File: config.mk
export PLATFORM = sky130hd
export DESIGN_NAME = bus_demo_seq
export DESIGN_NICKNAME = d
export VERILOG_FILES = /design/src/rtl/bus_demo_seq.sv
export SDC_FILE = /design/constraint.sdc
export NUM_CORES = 1
export LEC_CHECK = 0
export BUFFER_PORTS_ARGS = -buffer_cell sky130_fd_sc_hd__buf_2
export CAP_MARGIN = 20
export CORE_MARGIN = 2
export CORE_UTILIZATION = 55
export DETAILED_ROUTE_END_ITERATION = 7
export GPL_TIMING_DRIVEN = 0
export PLACE_DENSITY = 0.83
export SYNTH_ARGS = -nofsm -noshare
export SYNTH_HDL_FRONTEND = slang
export SYNTH_SLANG_ARGS = --single-unit
File: constraint.sdc
create_clock -name clk_i -period 3.7 [get_ports clk_i]
set_clock_uncertainty 0.05 [all_clocks]
set_input_delay 0.37 -clock clk_i [delete_from_list [all_inputs] [get_ports clk_i]]
set_output_delay 0.37 -clock clk_i [all_outputs]
set_load 0.1 [all_outputs]
File: src/rtl/bus_demo_seq.sv
// bus_demo_seq: test-pattern sequencer for the demo system bus.
//
// One accepted start pulse issues NUM_WORDS back-to-back transactions to a
// bus master's local request port. Write mode writes seed+idx at
// BASE_ADDR+idx. Read mode reads the same range back and counts words that
// differ from seed+idx. A per-word watchdog aborts the run if a word does not
// complete within TIMEOUT_CYCLES cycles.
//
// Ports:
//   clk_i, rst_i        system clock, asynchronous active-high reset
//   start_i             run request, honoured only while ready_o=1
//   mode_i, seed_i      1=write / 0=read-compare, pattern seed (latched at start)
//   ready_o             high while idle
//   done_o              one-cycle pulse at the end of a run
//   pass_o              result of the last run
//   err_count_o         mismatches in the last read run (saturating)
//   timeout_o           last run aborted by the watchdog
//   m_valid_o, m_mode_o, m_addr_o, m_wdata_o   request to the master
//   m_ready_i           master accepts the request this cycle
//   m_done_i, m_rdata_i transaction complete pulse and its read data
//
// state  | meaning
// IDLE   | waiting for start, ready_o=1
// ISSUE  | request word idx presented until the master accepts it
// WAIT   | request accepted, waiting for m_done_i
// FINISH | one-cycle done pulse, results valid
module bus_demo_seq #(
    parameter int                    ADDR_WIDTH     = 16,
    parameter int                    DATA_WIDTH     = 8,
    parameter int                    NUM_WORDS      = 4,
    parameter logic [ADDR_WIDTH-1:0] BASE_ADDR      = 16'h4000,
    parameter int                    TIMEOUT_CYCLES = 64
) (
    input  logic                  clk_i,
    input  logic                  rst_i,
    input  logic                  start_i,
    input  logic                  mode_i,
    input  logic [DATA_WIDTH-1:0] seed_i,
    output logic                  ready_o,
    output logic                  done_o,
    output logic                  pass_o,
    output logic [7:0]            err_count_o,
    output logic                  timeout_o,
    output logic                  m_valid_o,
    output logic                  m_mode_o,
    output logic [ADDR_WIDTH-1:0] m_addr_o,
    output logic [DATA_WIDTH-1:0] m_wdata_o,
    input  logic                  m_ready_i,
    input  logic                  m_done_i,
    input  logic [DATA_WIDTH-1:0] m_rdata_i
);

    localparam int IDX_W = 8;
    localparam int WD_W  = $clog2(TIMEOUT_CYCLES + 1);

    typedef enum logic [1:0] {
        S_IDLE   = 2'd0,
        S_ISSUE  = 2'd1,
        S_WAIT   = 2'd2,
        S_FINISH = 2'd3
    } state_t;

    state_t                state_q, state_d;
    logic [IDX_W-1:0]      idx_q, idx_d;
    logic                  mode_q, mode_d;
    logic [DATA_WIDTH-1:0] seed_q, seed_d;
    logic [7:0]            err_q, err_d;
    logic                  pass_q, pass_d;
    logic                  timeout_q, timeout_d;
    logic [WD_W-1:0]       wdog_q, wdog_d;

    logic [DATA_WIDTH-1:0] exp_data;
    logic                  wdog_expired;
    logic                  last_word;

    assign exp_data     = seed_q + DATA_WIDTH'(idx_q);
    assign wdog_expired = (wdog_q == WD_W'(TIMEOUT_CYCLES - 1));
    assign last_word    = (idx_q == IDX_W'(NUM_WORDS - 1));

    always_ff @(posedge clk_i or posedge rst_i) begin
        if (rst_i) begin
            state_q   <= S_IDLE;
            idx_q     <= '0;
            mode_q    <= 1'b0;
            seed_q    <= '0;
            err_q     <= '0;
            pass_q    <= 1'b0;
            timeout_q <= 1'b0;
            wdog_q    <= '0;
        end else begin
            state_q   <= state_d;
            idx_q     <= idx_d;
            mode_q    <= mode_d;
            seed_q    <= seed_d;
            err_q     <= err_d;
            pass_q    <= pass_d;
            timeout_q <= timeout_d;
            wdog_q    <= wdog_d;
        end
    end

    always_comb begin
        state_d   = state_q;
        idx_d     = idx_q;
        mode_d    = mode_q;
        seed_d    = seed_q;
        err_d     = err_q;
        pass_d    = pass_q;
        timeout_d = timeout_q;
        wdog_d    = wdog_q;

        case (state_q)
            S_IDLE: begin
                if (start_i) begin
                    mode_d    = mode_i;
                    seed_d    = seed_i;
                    idx_d     = '0;
                    err_d     = '0;
                    pass_d    = 1'b0;
                    timeout_d = 1'b0;
                    wdog_d    = '0;
                    state_d   = S_ISSUE;
                end
            end

            S_ISSUE: begin
                // An accept on the expiry edge still leaves the word
                // incomplete, so expiry wins here.
                if (wdog_expired) begin
                    timeout_d = 1'b1;
                    pass_d    = 1'b0;
                    state_d   = S_FINISH;
                end else begin
                    wdog_d = wdog_q + 1'b1;
                    if (m_ready_i) begin
                        state_d = S_WAIT;
                    end
                end
            end

            S_WAIT: begin
                // Completion takes priority over a simultaneous expiry.
                if (m_done_i) begin
                    if (!mode_q && (m_rdata_i != exp_data) && (err_q != 8'hFF)) begin
                        err_d = err_q + 8'd1;
                    end
                    if (last_word) begin
                        pass_d  = mode_q || (err_d == 8'd0);
                        state_d = S_FINISH;
                    end else begin
                        idx_d   = idx_q + 1'b1;
                        wdog_d  = '0;
                        state_d = S_ISSUE;
                    end
                end else if (wdog_expired) begin
                    timeout_d = 1'b1;
                    pass_d    = 1'b0;
                    state_d   = S_FINISH;
                end else begin
                    wdog_d = wdog_q + 1'b1;
                end
            end

            S_FINISH: begin
                state_d = S_IDLE;
            end

            default: begin
                state_d = S_IDLE;
            end
        endcase
    end

    // Request fields are zero outside ISSUE so the bus sees a quiet port.
    assign ready_o     = (state_q == S_IDLE);
    assign done_o      = (state_q == S_FINISH);
    assign pass_o      = pass_q;
    assign err_count_o = err_q;
    assign timeout_o   = timeout_q;
    assign m_valid_o   = (state_q == S_ISSUE);
    assign m_mode_o    = (state_q == S_ISSUE) ? mode_q : 1'b0;
    assign m_addr_o    = (state_q == S_ISSUE) ? (BASE_ADDR + ADDR_WIDTH'(idx_q)) : '0;
    assign m_wdata_o   = (state_q == S_ISSUE) ? exp_data : '0;

endmodule
==> metrics, run 1 <==
run status=completed; path type of the worst setup path=reg -> reg; share of the yosys chip area belonging to registers=32.1%; final WL=6420 um; number of buffers inserted by port buffering=52; Finish-stage setup viols=0; type of element launching the critical path=flop; clock buffers created by TritonCTS=5; worst-case setup slack after placement=0.195 ns; number of endpoints with negative hold slack in the final report=0; kind of capture point of the worst setup path=flop; TritonCTS clock tree=built; weighted congestion at the end of routability-driven global placement=0.844; post-synthesis cell area=2810 sq um; Total GRT Usage=23.3%; Post-synth EDFFs=0; clock root cell=sky130_fd_sc_hd__clkbuf_8; Post-synth ARST share=100%; effective utilization at floorplan=56.0%; power density normalized to cell area=829 nW/um^2; Cell Count, Final, Fillers Out=449; longest individual stage delay on the worst path=0.49 ns; largest net degree at the start of global routing=25; worst path required time=3.87 ns; number of instances in the synthesized netlist=310; maximum clock frequency=0.286 GHz; distinct cell type count after synthesis=61; final worst path period share=94.4%; clock insertion delay at the later pin of the skew report=0.30 ns; DIE AREA=5690 sq um; master of the slowest instance on the critical path=sky130_fd_sc_hd__dfrtp_1; total via count in the routed design=2501; ratio of cells with drive above 1 in the final layout=28.8%; number of antenna violations at the first check in global routing=0; Die H=75.5 um; CP arrival=3.66 ns; clock net sink count=36; flip-flop and latch count after synthesis=36; final worst path period need=3.49 ns; count of final max-slew check failures=0; number of warnings issued by yosys=0; maxcap violations=0; pin slew with the least headroom to its limit=0.735 ns; clock-pin transition on the worst setup and hold timing paths=0.08 ns; cts-stage hold buffer count=0; class of the tightest hold or removal check=in -> async; setup repair after global routing missed its margin=no; worst hold slack=0.0643 ns; via count of the first global-routing pass=2252; Layout Nets=415; DRT iter0 DRCs=203; die width=75.5 um; overall power after layout=2.75 mW; placed cell count=439; worst max-slew margin expressed relative to the limit=50.6%; DP Wirelength=4890 um; final design area excluding fillers=3320 sq um; Crit path max-delay family=compound AO/OA/AOI/OAI gates; CTS max path bufs=2; setup TNS=0 ns; Initial DRT Pass Iterations=4; DR DRC count=0; Std-Cell Rows=26; post-layout worst setup margin=0.206 ns; crit path buf inv count=1; average size of a mapped cell=9.06 sq um; remaining antenna violation count after routing=0; post-DR vias/cell=5.57; Final Util=66.3%; worst-path maximum fanout=10; first-pass GRT wire length=10200 um; list of cells traversed by the critical path=ha_1 > inv_1 > fa_1 > nand2b_1 > a211oi_4 > mux2_4 > a2111oi_4 > a31oi_4 > a211oi_1 > a41oi_2 > o31ai_2; final antenna diode count=0; layout overhead on the synthesized area=18.4%; Core Box Area=5010 sq um; depth of the CTS H-tree=2; Worst IR Drop VDD=0.937 mV; cell area after placement=3210 sq um; dominant register cell in the synthesized netlist=sky130_fd_sc_hd__dfrtp_1; total congestion overflow after global routing=0; Routed WL per cell=14.3 um; boundary pin count=60; Pleak=1.62 nW
[worst paths after layout]
check	from	to	slack (ns)	depth (start not counted)
min in group clk_i	seed_i[4]	seed_q[4]	0.26	2
max	idx_q[0]	pass_o	0.21	11
max reg2reg	idx_q[0]	pass_o	0.21	11
max in group asynchronous	rst_i	idx_q[6]	3.03	3
min	rst_i	state_q[0]	0.06	2
min reg2reg	wdog_q[6]	wdog_q[6]	0.46	1
[per-layer routing]
layer	vias up	GRT usage, %	wire [um]
met5	-	0	0
met4	0	7.21	74
met3	6	3.84	331
met2	68	39.9	3190
met1	1191	30.4	2830
li1	1236	-	-
[final cells by class]
class                      instances  area [sq um]
clock buffer                       6          82.6
clock inverter                     2          15.0
sequential                        36           901
inverter                          15          56.3
buffer                            20           129
timing repair buffer              55           303
multi-input combinational        245          1750
fill                             437          1690
tap                               70          87.6
[cells by family (layout without fill, tap and decap cells)]
| family | after synthesis | after routing | share of synthesized area [%] |
|---|---|---|---|
| AOI/OAI and AO/OA | 74 | 74 | 19.7 |
| xor gates and xnor gates | 19 | 19 | 6.19 |
| adders and majority gates | 15 | 15 | 6.95 |
| buffers and inverters | 35 | 98 | 6.59 |
| DFF | 36 | 36 | 32.1 |
| muxes | 16 | 16 | 6.33 |
| other | 1 | 7 | 0.134 |
| and+or+nand+nor | 114 | 114 | 22.0 |
[timing repair]
action                                  in CTS  in global routing
gates resized for setup                      0                  0
setup buffers                                0                  2
endpoints found under the setup margin       0                  1
hold endpoints to repair                     0                  0
[synth_stat cells (10+ instances only)]
library cell | n | share of area (%)
sky130_fd_sc_hd__a21oi_1 | 17 | 3.0
sky130_fd_sc_hd__and2_1 | 13 | 2.9
sky130_fd_sc_hd__buf_4 | 10 | 2.7
sky130_fd_sc_hd__dfrtp_1 | 36 | 32
sky130_fd_sc_hd__ha_1 | 14 | 6.2
sky130_fd_sc_hd__inv_1 | 15 | 2.0
sky130_fd_sc_hd__mux2_2 | 10 | 4.0
sky130_fd_sc_hd__nand2_1 | 16 | 2.1
sky130_fd_sc_hd__nor2_1 | 27 | 3.6
sky130_fd_sc_hd__o21ai_0 | 14 | 2.5
sky130_fd_sc_hd__xor2_1 | 10 | 3.1
[layout by cell type, fill, tap and decap left out, drive strengths merged, types with 2 or more instances in the layout]
cell type	netlist	routed
buf	14	69
dfrtp	36	36
nor2	29	29
a21oi	17	17
nand2	16	16
o21ai	16	16
inv	15	15
and2	15	15
ha	14	14
clkbuf	6	12
mux2	11	11
xor2	10	10
xnor2	9	9
a31oi	9	9
and3	9	9
nand3	8	8
nand4	7	7
conb	1	7
nor3	6	6
a211oi	6	6
mux2i	5	5
a21o	5	5
nor4b	4	4
nor2b	4	4
nor3b	4	4
or3	3	3
o21a	3	3
or2	3	3
a2111oi	3	3
o22ai	2	2
o211ai	2	2
nor4	2	2
a31o	2	2
and3b	2	2
clkinvlp	0	2
[power breakdown]
| group | internal, mW | leakage (nW) | switching (mW) |
|---|---|---|---|
| sequential | 0.490 | 0.475 | 0.0980 |
| combinational | 0.536 | 1.10 | 1.33 |
| clock | 0.151 | 0.0434 | 0.153 |
[registers in the layout (all words and copies together) (netlist names)]
| signal | cells |
|---|---|
| err_count_o | 8 |
| idx_q | 8 |
| mode_q | 1 |
| pass_o | 1 |
| seed_q | 8 |
| state_q | 2 |
| timeout_o | 1 |
| wdog_q | 7 |
No activity file was read; power rests on OpenSTA's default activity.
==> inputs of run 2 (changes only) <==
- CTS_BUF_LIST: not set -> sky130_fd_sc_hd__clkbuf_16
- SLEW_MARGIN: not set -> 0
==> run 2 against run 1 <==
Compared with the run above: core utilization grew 0.92 points; sequential power hardly changed; register-to-register slack better by 0.03 ns; critical path depth did not move; worst setup slack better by 0.032 ns; combinational power about the same; largest cell class unchanged; highest routed layer unchanged.
==> metrics, run 2 (synthesis results as in run 1) <==
post-DR vias/cell=5.59 (+0.32%); worst-path maximum fanout=10 (unchanged); overall power after layout=2.87 mW (+4.0%); DIE AREA=5690 sq um (unchanged); DRT iter0 DRCs=158 (-22%); run status=completed; final WL=6420 um (about the same); Worst Reg2Reg Path Length in Cells=11 (unchanged); number of antenna violations at the first check in global routing=0 (unchanged); Layout Nets=415 (unchanged); Core Box Area=5010 sq um (unchanged); weighted congestion at the end of routability-driven global placement=0.844 (unchanged); count of final max-slew check failures=0 (unchanged); ratio of cells with drive above 1 in the final layout=28.5% (-0.26 points); power density normalized to cell area=850 nW/um^2 (+2.6%); DR DRC count=0 (unchanged); setup TNS=0 ns (unchanged); boundary pin count=60 (unchanged); class of the tightest hold or removal check=in -> async; clock root cell=sky130_fd_sc_hd__clkbuf_16; clock insertion delay at the later pin of the skew report=0.28 ns (-0.02 ns); first-pass GRT wire length=10200 um (+0.14%); total congestion overflow after global routing=0 (unchanged); total via count in the routed design=2509 (+0.32%); Die H=75.5 um (unchanged); leading cell type in the layout, fill and taps excluded=sky130_fd_sc_hd__buf_2; number of endpoints with negative hold slack in the final report=0 (unchanged); pin slew with the least headroom to its limit=0.757 ns (+0.0217 ns); die width=75.5 um (unchanged); Finish-stage setup viols=0 (unchanged); quantity of gates resized following cts=0 (unchanged); DP Wirelength=4890 um (unchanged); Total GRT Usage=23.5% (+0.11 points); Routed WL per cell=14.3 um (about the same); clock buffers created by TritonCTS=5 (unchanged); placed cell count=439 (unchanged); maximum clock frequency=0.289 GHz (+0.92%); most used cells in the layout excluding fill and tap cells=53 x sky130_fd_sc_hd__buf_2, 36 x sky130_fd_sc_hd__dfrtp_1, 27 x sky130_fd_sc_hd__nor2_1, 17 x sky130_fd_sc_hd__a21oi_1, 16 x sky130_fd_sc_hd__nand2_1; busiest metal layer after global routing=met2; Pleak=1.64 nW (+1.2%); Switching Share=55.5% (-1.7 points); sequential share of power=20.5% (-0.9 points); path type of the worst setup path=reg -> reg; fraction of met3 tracks used by global routing=4.23% (+0.40 points); CTS max path bufs=2 (unchanged); clock-pin transition on the worst setup and hold timing paths=0.06 ns (-0.02 ns); Cell Count, Final, Fillers Out=449 (unchanged); number of buffers inserted by port buffering=52 (unchanged); Worst IR Drop VDD=0.969 mV (+3.3%); clock power share=14.3% (+3.3 points); list of cells traversed by the critical path=ha_1 > inv_1 > fa_1 > nand2b_1 > a211oi_4 > mux2_4 > a2111oi_4 > a31oi_4 > nor4_1 > o221ai_1 > o31ai_2; Final Util=67.3% (+0.92 points); master of the slowest instance on the critical path=sky130_fd_sc_hd__dfrtp_1; logic gate share of total power=65.2% (-2.4 points); type of element launching the critical path=flop; setup repair after global routing missed its margin=no; worst path required time=3.85 ns (-0.02 ns); worst hold slack=0.0849 ns (+0.0205 ns); final antenna diode count=0 (unchanged); largest net degree at the start of global routing=25 (unchanged); kind of capture point of the worst setup path=flop; remaining antenna violation count after routing=0 (unchanged); global routing met1 resource utilization=30.5% (+0.084 points); clock net sink count=36 (unchanged); met2 track utilization from global routing=39.9% (unchanged); longest individual stage delay on the worst path=0.48 ns (about the same); worst max-slew margin expressed relative to the limit=49.2% (-1.5 points); switching component of the power=1.59 mW (+0.90%); depth of the CTS H-tree=2 (unchanged); Pint=1.27 mW (+8.2%); maxcap violations=0 (unchanged); Initial DRT Pass Iterations=4 (unchanged); Std-Cell Rows=26 (unchanged); final worst path period need=3.46 ns (-0.0318 ns); layout overhead on the synthesized area=20.0%; TritonCTS clock tree=built; effective utilization at floorplan=56.0% (unchanged); final worst path period share=93.6% (-0.86 points); via count of the first global-routing pass=2235 (-0.75%); CP arrival=3.61 ns (-0.05 ns)
[run 2: changes by cell type in the layout (fill, tap and decap cells not counted), sizes merged]
cell    previous run  this run
clkinv             0         1
clkbuf            12        11
[run 2: cell type report]
class	instances	area [sq um]
fillers	430	1640
clock inverters	3	18.8
multi-input cells	245	1750
inverters	15	56.3
plain buffers	20	129
repair buffers	55	303
flip-flops and latches	36	901
clock buffers	5	125
well taps	70	87.6
[run 2: worst paths after layout]
| kind | slack, ns | endpoint | from |
|---|---|---|---|
| hold reg to reg | 0.45 | wdog_q[6] | wdog_q[6] |
| setup / recovery | 0.24 | pass_o | idx_q[0] |
| setup reg to reg | 0.24 | pass_o | idx_q[0] |
| min in group clk_i | 0.27 | seed_q[4] | seed_i[4] |
| max in group asynchronous | 3.01 | err_count_o[3] | rst_i |
| hold / removal | 0.08 | wdog_q[1] | rst_i |
[run 2: routing by layer]
metal	share of wire, %	vias to the layer above
met5	0	-
met4	0.97	0
met3	5.0	6
met2	50	78
met1	44	1193
li1	-	1232
[run 2: repair_timing]
item                                    CTS  global route
setup buffers                             0             2
endpoints found under the setup margin    0             1
hold buffers                              0             0
[run 2: power by group through the flow]
stage | clock network [mW] | registers [mW] | logic (mW)
floorplan | 0 | 0.632 | 1.49
global placement | 0 | 0.584 | 1.81
detailed placement | 0 | 0.594 | 1.85
CTS | 0.418 | 0.586 | 1.86
global route | 0.439 | 0.603 | 1.99
finish | 0.410 | 0.589 | 1.87
[run 2: worst max-delay path, delay by kind of cell (launching register included)]
kind	cells	cell delay [ns]
AO/OA/AOI/OAI	5	1.33
multiplexers	1	0.35
buffers and inverters	1	0.06
AND/OR/NAND/NOR	2	0.49
adder cells (fa/ha/maj)	2	0.61
flip-flops	1	0.48
[run 2: stage by stage]
stage	instance area (sq um)	setup WS, ns
after floorplan	2840	0.0690
after global placement	3180	0.268
after detailed placement	3210	0.195
after CTS	3350	0.164
after global routing	3370	0.0191
final	3370	0.238
==> inputs of run 3 (changes only) <==
- CORE_UTILIZATION: 55 -> 60
- PLACE_DENSITY: 0.83 -> 0.9
- clock period: 3.7 -> 4.25 ns (I/O delays scaled with it)
==> run 3 against run 2 <==
Compared with the run above: cell area shrank 0.52%; clock power is essentially flat; power shrank 11%; global-route usage grew 3.6 points; core utilization grew 8.2 points; sequential cell count is the same; fmax shrank 1.3%; wire length grew 3.0%; worst setup slack gained 0.51 ns; critical path type unchanged.
==> metrics, run 3 (synthesis results as in run 1) <==
run status=completed; Die H=72.4 um (-4.0%); Reg-to-Reg End=pass_o; source of the critical timing path=idx_q[0]; effective utilization at floorplan=63.2% (+7.1 points); final antenna diode count=0 (unchanged); overall power after layout=2.55 mW (-11%); clock-pin transition on the worst setup and hold timing paths=0.06 ns (about the same); worst path required time=4.39 ns (+0.54 ns); layout overhead on the synthesized area=19.4%; maxcap violations=0 (unchanged); worst-path maximum fanout=10 (unchanged); final worst path period need=3.51 ns (+0.0442 ns); total via count in the routed design=2516 (+0.28%); path type of the worst setup path=reg -> reg; power density normalized to cell area=762 nW/um^2 (-10%); Std-Cell Rows=24 (-7.7%); via count of the first global-routing pass=2457 (+9.9%); Initial DRT Pass Iterations=4 (unchanged); kind of capture point of the worst setup path=flop; worst-case setup slack after placement=0.791 ns (+0.596 ns); master of the slowest instance on the critical path=sky130_fd_sc_hd__dfrtp_1; Pint=1.17 mW (-8.4%); final worst path period share=82.5% (-11 points); DP Wirelength=4900 um (+0.30%); switching component of the power=1.39 mW (-13%); count of final max-slew check failures=0 (unchanged); startpoint of the most critical register-to-register path=idx_q[0]; DRT iter0 DRCs=156 (-1.3%); Layout Nets=413 (-0.48%); quantity of gates resized following cts=0 (unchanged); longest individual stage delay on the worst path=0.47 ns (about the same); total congestion overflow after global routing=0 (unchanged); die width=72.4 um (-4.0%); Pleak=1.65 nW (+0.65%); Switching Share=54.3% (-1.2 points); TritonCTS clock tree=built; clock net sink count=36 (unchanged); logic gate share of total power=63.9% (-1.3 points); Worst Reg2Reg Path Length in Cells=11 (unchanged); most used cells in the layout excluding fill and tap cells=53 x sky130_fd_sc_hd__buf_2, 36 x sky130_fd_sc_hd__dfrtp_1, 27 x sky130_fd_sc_hd__nor2_1, 17 x sky130_fd_sc_hd__a21oi_1; largest net degree at the start of global routing=24 (-4.0%); weighted congestion at the end of routability-driven global placement=0.882 (+4.5%); DR DRC count=0 (unchanged); setup TNS=0 ns (unchanged); list of cells traversed by the critical path=ha_1 > inv_1 > fa_1 > nand2b_1 > a211oi_4 > mux2_4 > a2111oi_4 > a31oi_4 > nor4_1 > o221ai_1 > o31ai_2; Finish-stage setup viols=0 (unchanged); clock root cell=sky130_fd_sc_hd__clkbuf_16; Worst IR Drop VDD=0.989 mV (+2.0%); boundary pin count=60 (unchanged); clock buffers created by TritonCTS=5 (unchanged); final WL=6620 um (+3.0%); type of element launching the critical path=flop; Crit path max-delay family=compound AO/OA/AOI/OAI gates; Routed WL per cell=15.4 um (+7.8%); sequential share of power=20.1% (-0.4 points); setup repair after global routing missed its margin=no; clock insertion delay at the later pin of the skew report=0.28 ns (about the same); number of endpoints with negative hold slack in the final report=0 (unchanged); clock power share=16.0% (+1.7 points); Core Box Area=4440 sq um (-11%); number of buffers inserted by port buffering=52 (unchanged); post-DR vias/cell=5.86 (+5.0%); postcts setup bufs=0 (unchanged); Total GRT Usage=27.1% (+3.6 points); maximum clock frequency=0.285 GHz (-1.3%); class of the tightest hold or removal check=in -> async; CP arrival=3.65 ns (+0.04 ns); cts-stage hold buffer count=0 (unchanged); number of antenna violations at the first check in global routing=0 (unchanged); post-layout worst setup margin=0.743 ns (+0.506 ns); FF-to-FF setup slack=0.74 ns (+0.51 ns); crit path buf inv count=1 (unchanged); DIE AREA=5240 sq um (-7.9%); worst max-slew margin expressed relative to the limit=52.8% (+3.6 points); first-pass GRT wire length=11200 um (+9.6%); Final Util=75.4% (+8.2 points); leading cell type in the layout, fill and taps excluded=sky130_fd_sc_hd__buf_2; ratio of cells with drive above 1 in the final layout=28.1% (-0.38 points); CTS max path bufs=2 (unchanged); remaining antenna violation count after routing=0 (unchanged); depth of the CTS H-tree=2 (unchanged); pin slew with the least headroom to its limit=0.702 ns (-0.0542 ns)
## run 3: changes by cell type in the layout (fill, tap and decap cells not counted), sizes merged
cell | previous run | this run
clkinvlp | 2 | 0
bufinv | 0 | 1
buf | 69 | 67
inv | 15 | 16
## run 3: area by class of cell
class,instances,area (sq um)
fillers,303,1090
multi-input cells,245,1750
clock inverters,3,38.8
inverters,15,56.3
clock buffers,5,125
repair buffers,53,288
well taps,52,65.1
flip-flops and latches,36,901
plain buffers,20,129
## run 3: routing by layer
metal  up-vias  routed length, um  GRT usage [%]
met5         -                  0              0
met4         0                100           9.47
met3        10                328           5.00
met2        77               3370           47.0
met1      1198               2810           33.9
li1       1231                  -              -
## run 3: how the worst max path moves through the flow
stage / endpoint / cells after the start
floorplan: m_wdata_o[3] / 5
global placement: pass_o / 11
detailed placement: pass_o / 11
CTS: pass_o / 11
global route: pass_o / 11
finish: pass_o / 11
## run 3: power by group through the flow
| stage | combinational [mW] | sequential (mW) | clock, mW |
|---|---|---|---|
| floorplan | 1.30 | 0.551 | 0 |
| global placement | 1.57 | 0.507 | 0 |
| detailed placement | 1.61 | 0.513 | 0 |
| CTS | 1.63 | 0.510 | 0.414 |
| global route | 1.76 | 0.524 | 0.429 |
| finish | 1.63 | 0.513 | 0.408 |
## run 3: stage by stage
step / hold slack (ns) / cells / area, sq um
finish: 0.163 / 429 / 3350
global route: 0.231 / 429 / 3350
CTS: 0.185 / 429 / 3350
detailed placement: 0.436 / 421 / 3190
global placement: 0.422 / 420 / 3160
floorplan: 0.409 / 316 / 2840
